===== config.mk =====
export PLATFORM = sky130hd
export DESIGN_NAME = gpio_in_cond20
export DESIGN_NICKNAME = d
export VERILOG_FILES = /design/src/rtl/gpio_in_cond20.sv
export SDC_FILE = /design/constraint.sdc
export NUM_CORES = 1
export LEC_CHECK = 0
export CELL_PAD_IN_SITES_DETAIL_PLACEMENT = 0
export CELL_PAD_IN_SITES_GLOBAL_PLACEMENT = 2
export CORE_MARGIN = 10
export CORE_UTILIZATION = 24
export CTS_CLUSTER_SIZE = 10
export DETAILED_ROUTE_END_ITERATION = 10
export MAX_ROUTING_LAYER = met4
export PLACE_DENSITY_LB_ADDON = 0.1
export SLEW_MARGIN = 20
export SYNTH_ARGS = -nofsm -noshare
export SYNTH_HDL_FRONTEND = slang
export SYNTH_SLANG_ARGS = --single-unit

===== constraint.sdc =====
create_clock -name pclk20 -period 2.3 [get_ports pclk20]
set_clock_uncertainty 0.1 [all_clocks]
set_input_delay 0.345 -clock pclk20 [delete_from_list [all_inputs] [get_ports pclk20]]
set_output_delay 0.345 -clock pclk20 [all_outputs]
set_load 0.1 [all_outputs]

===== src/rtl/gpio_in_cond20.sv =====
// gpio_in_cond20: GPIO input conditioning. Synchronises the pads, optionally
// debounces each bit, detects rising/falling edges on pins configured as inputs
// and keeps sticky per-bit interrupt status plus a combined interrupt line.
// Optional feature macro: GPIO_IN_DEBOUNCE_EN (per-bit debounce counters).
`timescale 1ns/1ps

module gpio_in_cond20 #(
  parameter int unsigned WIDTH    = 16,
  parameter int unsigned DB_CNT_W = 4
) (
  input  logic                pclk20,
  input  logic                p_reset20,
  input  logic [WIDTH-1:0]    gpio_pin_in20,
  input  logic [WIDTH-1:0]    n_gpio_pin_oe20,
  input  logic [WIDTH-1:0]    cfg_rise_en,
  input  logic [WIDTH-1:0]    cfg_fall_en,
  input  logic [DB_CNT_W-1:0] cfg_db_thresh,
  input  logic [WIDTH-1:0]    irq_clr,
  output logic [WIDTH-1:0]    gpio_in_sync,
  output logic [WIDTH-1:0]    irq_status,
  output logic                irq
);

  logic [WIDTH-1:0] s1;
  logic [WIDTH-1:0] s2;
  logic [WIDTH-1:0] filt;
  logic [WIDTH-1:0] prev;
  logic [WIDTH-1:0] rise;
  logic [WIDTH-1:0] fall;
  logic [1:0]       prime_cnt;
  logic             primed;

  // Two-flop synchroniser for the asynchronous pad inputs
  always_ff @(posedge pclk20 or posedge p_reset20) begin
    if (p_reset20) begin
      s1 <= '0;
      s2 <= '0;
    end else begin
      s1 <= gpio_pin_in20;
      s2 <= s1;
    end
  end

  // Priming counter: saturates at 3 so that levels present at reset release
  // are absorbed instead of being reported as edges
  always_ff @(posedge pclk20 or posedge p_reset20) begin
    if (p_reset20) begin
      prime_cnt <= 2'd0;
    end else if (prime_cnt != 2'd3) begin
      prime_cnt <= prime_cnt + 2'd1;
    end
  end

  assign primed = (prime_cnt == 2'd3);

`ifdef GPIO_IN_DEBOUNCE_EN
  logic [WIDTH-1:0]    filt_q;
  logic [DB_CNT_W-1:0] db_cnt [WIDTH];

  // Per-bit debounce: filt follows s2 only after more than cfg_db_thresh
  // consecutive mismatching cycles; >= copes with a threshold lowered mid-count
  always_ff @(posedge pclk20 or posedge p_reset20) begin
    if (p_reset20) begin
      filt_q <= '0;
      for (int i = 0; i < int'(WIDTH); i++) begin
        db_cnt[i] <= '0;
      end
    end else if (!primed) begin
      filt_q <= s2;
      for (int i = 0; i < int'(WIDTH); i++) begin
        db_cnt[i] <= '0;
      end
    end else begin
      for (int i = 0; i < int'(WIDTH); i++) begin
        if (s2[i] == filt_q[i]) begin
          db_cnt[i] <= '0;
        end else if (db_cnt[i] >= cfg_db_thresh) begin
          filt_q[i] <= s2[i];
          db_cnt[i] <= '0;
        end else begin
          db_cnt[i] <= db_cnt[i] + DB_CNT_W'(1);
        end
      end
    end
  end

  // While priming, expose s2 directly so prev tracks the settled pin level
  assign filt = primed ? filt_q : s2;
`else
  logic unused_db_thresh;

  assign filt             = s2;
  assign unused_db_thresh = ^cfg_db_thresh;
`endif

  assign gpio_in_sync = filt;

  // Previous conditioned value for edge detection
  always_ff @(posedge pclk20 or posedge p_reset20) begin
    if (p_reset20) begin
      prev <= '0;
    end else begin
      prev <= filt;
    end
  end

  // Edge qualification uses live enables so configuration changes act at once
  always_comb begin
    rise = '0;
    fall = '0;
    if (primed) begin
      rise = filt  & ~prev & cfg_rise_en & n_gpio_pin_oe20;
      fall = ~filt &  prev & cfg_fall_en & n_gpio_pin_oe20;
    end
  end

  // Sticky status with write-1-to-clear; a coincident set wins over clear
  always_ff @(posedge pclk20 or posedge p_reset20) begin
    if (p_reset20) begin
      irq_status <= '0;
    end else begin
      irq_status <= (irq_status & ~irq_clr) | rise | fall;
    end
  end

  assign irq = |irq_status;

endmodule


After elaboration in Yosys (flattened, before gate mapping)
Index checks and enable logic that the tools add are counted.

operators by class
  shift operators = 0
  bitwise gates (word level) = 12
  magnitude comparators = 0
  reduce and logical (&&, ||, !) cells = 1
  mux-type cells = 2
  div/mod/pow operators = 0
  add/subtract/negate cells = 1
  multiply operators = 0
  eq/ne operators = 2

operators by type and width
  operator             count
  $and 16x16->16       7
  $not 16->16          3
  $mux 16              2
  $or 16x16->16        2
  $reduce_or 16->1     1
  $add 2x1->2 const B  1
  $eq 2x2->1 const B   1
  $ne 2x2->1 const B   1

word-level totals
  input port bits = 86
  bits in writable memories = 0
  bits in latches = 0
  memories kept = 0
  ROM bits = 0
  flip-flop bits (word level) = 66
  logic and storage cells = 23

Logic depth before layout (Yosys ltp)
  word-level depth = 7
  depth in mapped cells = 5
  depth with buffers taken out = 3

Worst setup path after synthesis
Ideal clock, no wire load.

  kind = reg-to-output
  start point = reg irq_status[15]
  end point = out irq
  path buffers = 0
  data required time = 1.855 ns
  data arrival time = 2.058 ns
  stages on the path, launching flop included = 3
  slack = -0.203 ns
  path through = dfrtp_1 > nor4_1 > nand4_1

on the way
  longest elaborated chain between the ends = 1

RTL lines
  what                      line  RTL
  start: declaration        20    output logic [WIDTH-1:0] irq_status,
  start signal: assignment  122   irq_status <= (irq_status & ~irq_clr) | rise | fall;
  $reduce_or 16->1          126   assign irq = |irq_status;
  end: declaration          21    output logic irq

Every way passes these cells.

Final worst setup path
  start point = reg irq_status[6]
  end point = out irq

Same word-level chain as after synthesis.

==> impl_metrics.env <==
export IMPL_synth_nets=245
export IMPL_design_die_area_sq_mm=0.0135
export IMPL_holdCritStartpoint="s1[11]"
export IMPL_post_dp_hpwl_mm=4.89
export IMPL_fp_dieH_um=116
export IMPL_r2r_start="prime_cnt[0]"
export IMPL_worst_setup_path_end_kind="output pin"
export IMPL_power_leakage_uw=0.00161
export IMPL_timing_final_crit_period_ns=2.06
export IMPL_io_pins=119
export IMPL_cells_taking_the_most_area_after_synthesis="sky130_fd_sc_hd__dfrtp_1, sky130_fd_sc_hd__a32o_1, sky130_fd_sc_hd__nand3b_1"
export IMPL_outcome="complete, no violations"
export IMPL_die_x_um=116
export IMPL_final_nets=370
export IMPL_grtUsageMet2_pct=14.0
export IMPL_launching_element_type_of_the_critical_path="register"
export IMPL_timing_max_slew_rel_slack_pct=67.1
export IMPL_met3_usage_pct=4.67
export IMPL_ys_seq_area_share_pct=74.1
export IMPL_clock_tree_htree_level_count=3
export IMPL_finalHoldWorstSlack_ns=0.248
export IMPL_ys_warnings_count=0
export IMPL_cts_repair_resize_count=0
export IMPL_post_layout_nonfiller_instances=399
export IMPL_crit_required_ns=1.86
export IMPL_timing_max_cap_violations=0
export IMPL_count_of_clock_tree_sinks=66
export IMPL_ctsLongestPathBuffers=2
export IMPL_timing_rr_end="irq_status[11]"
export IMPL_net_switching_power_uw=849
export IMPL_most_frequent_cells_in_the_layout="sky130_fd_sc_hd__clkdlybuf4s50_1, sky130_fd_sc_hd__dfrtp_1, sky130_fd_sc_hd__buf_4"
export IMPL_total_power_uw=2970
export IMPL_cell_internal_pwr_uw=2120
export IMPL_grt_met1_usage_pct=11.1
export IMPL_via_per_inst=4.21
export IMPL_io_buffer_count=114
export IMPL_grt_antenna_before_repair=0
export IMPL_timing_critical_path_fanout_max=3
export IMPL_routabilityCongestion=0.739
export IMPL_insertion_delay_ns=0.33
export IMPL_report_final_slew_viol_count=0
export IMPL_post_synth_top_area_cell="sky130_fd_sc_hd__dfrtp_1"
export IMPL_layout_cells_most_common="sky130_fd_sc_hd__clkdlybuf4s50_1"
export IMPL_power_density_mw_per_mm2=806
export IMPL_reg2reg_depth=3
export IMPL_synth_cell_type_count=16
export IMPL_grt_max_degree=67
export IMPL_grt_ovfl_total=0
export IMPL_finalSetupViolations=0
export IMPL_placeableCoreArea_sq_mm=0.00915
export IMPL_max_slew_worst_pin_slew_ns=0.493
export IMPL_post_synth_cell_area_avg_sq_um=14.1
export IMPL_drtAntennaViolNets=0
export IMPL_syn_area_sq_mm=0.00223
export IMPL_worst_r2r_setup_slack_ns=0.82
export IMPL_sw_frac_of_total_pct=28.6
export IMPL_achievable_frequency_mhz=486
export IMPL_inst_count_dp=383
export IMPL_drt_pre_antenna_iters=4
export IMPL_finalHoldViolations=0
export IMPL_grt_first_pass_wirelength_mm=9.51
export IMPL_layout_drive_gt1_share_pct=22.9
export IMPL_finalCritPeriodShare_pct=89.4
export IMPL_hold_class="reg -> reg"
export IMPL_cts_inserted_buffers=9
export IMPL_postRouteWirelength_mm=6.35
export IMPL_worst_hold_path_num_cells=0
export IMPL_drc=0
export IMPL_power_share_sequential_pct=43.0
export IMPL_n_antenna_cell=0
export IMPL_cts_setup_buffers=0
export IMPL_grt_pass1_vias=1790
export IMPL_drt_first_iter_violations=71
export IMPL_combinationalPowerShare_pct=20.5
export IMPL_track_usage_pct=9.64
export IMPL_worst_endpoint_arrival_ns=1.61
export IMPL_yosys_register_bits=66
export IMPL_syn_instance_count=158
export IMPL_clockRootBuffer="sky130_fd_sc_hd__clkbuf_8"
export IMPL_setup_tns_ns=0
export IMPL_tritoncts_clock_tree="done"
export IMPL_power_share_clock_pct=36.5
export IMPL_worst_hold_path_endpoint="gpio_in_sync[11]"
export IMPL_worstSetupPathType="reg -> out"
export IMPL_cts_hold_buffers=0
export IMPL_vdd_drop_max_mv=0.306
export IMPL_dr_total_vias=1679
export IMPL_globalRoute_busiestLayer="met2"
export IMPL_routedWlPerCell_um=15.9
export IMPL_synthToLayoutAreaGrowth_pct=65.2
export IMPL_synth_top_area_share_pct=74.1
export IMPL_initial_core_util_pct=24.3
export IMPL_path_clk_slew_ns=0.07
export IMPL_rsz0062_at_grt="false"
export IMPL_rows=35
[worst max-delay path by stage]
stage / from / endpoint / cells past startpoint
after global routing: irq_status[6] / irq / 3
after floorplan: irq_status[6] / irq / 2
final: irq_status[6] / irq / 3
after CTS: irq_status[4] / irq / 3
after detailed placement: irq_status[4] / irq / 3
after global placement: irq_status[4] / irq / 3
[cell type report]
class / count / area (sq um)
timing repair buffer: 116 / 1100
inverter: 18 / 67.6
multi-input combinational: 72 / 483
clock inverter: 2 / 60.1
tap: 111 / 139
sequential: 66 / 1670
fill: 878 / 5470
clock buffer: 14 / 163
[state kept, by name, indices dropped and copies added (netlist names)]
signal,count
prime_cnt,2
s1,16
irq_status,16
prev,16
gpio_in_sync,16
[worst max-delay path: stages, from the launching register on]
cell and delay [ns]:
sky130_fd_sc_hd__dfrtp_2 0.42, sky130_fd_sc_hd__nor4_1 0.42, sky130_fd_sc_hd__nand4_1 0.22, sky130_fd_sc_hd__buf_12 0.22
[power by group through the flow]
stage / Clock [uW] / Sequential [uW] / Combinational [uW]
after detailed placement: 0 / 1300 / 616
after CTS: 1130 / 1280 / 618
after global placement: 0 / 1300 / 615
final: 1080 / 1280 / 607
after floorplan: 0 / 1580 / 79.3
after global routing: 1190 / 1290 / 638
[synth_stat cells]
library cell	number
sky130_fd_sc_hd__ha_1	1
sky130_fd_sc_hd__xnor2_1	1
sky130_fd_sc_hd__nand3b_1	15
sky130_fd_sc_hd__nand4_1	1
sky130_fd_sc_hd__nand2_1	16
sky130_fd_sc_hd__a31oi_1	1
sky130_fd_sc_hd__buf_8	1
sky130_fd_sc_hd__and3b_1	1
sky130_fd_sc_hd__buf_6	1
sky130_fd_sc_hd__o21ai_0	15
sky130_fd_sc_hd__a32o_1	15
sky130_fd_sc_hd__inv_1	18
sky130_fd_sc_hd__nor4_1	4
sky130_fd_sc_hd__o22ai_1	1
sky130_fd_sc_hd__mux2_2	1
sky130_fd_sc_hd__dfrtp_1	66
[kinds of logic after synthesis]
logic type	share of synthesized area, %
DFF	74.1
and+or+nand+nor	9.55
AOI/OAI and AO/OA	10.7
buffers and inverters	4.21
xor gates and xnor gates	0.393
muxes	0.505
adders and majority gates	0.561
[layer usage]
layer  share of wire [%]  wire, um
met5                   0         0
met3                  10       643
met1                  43      2700
met2                  46      2910
met4                 1.6        99
[metrics by stage]
step	setup slack, ns	utilization, %	cell area (sq um)
floorplan	-0.00279	-	2250
global placement	0.583	37.8	3460
detailed placement	0.588	37.8	3460
CTS	0.211	40.2	3680
global route	0.0631	40.2	3680
finish	0.243	40.2	3680
No activity file was read; power rests on OpenSTA's default activity.
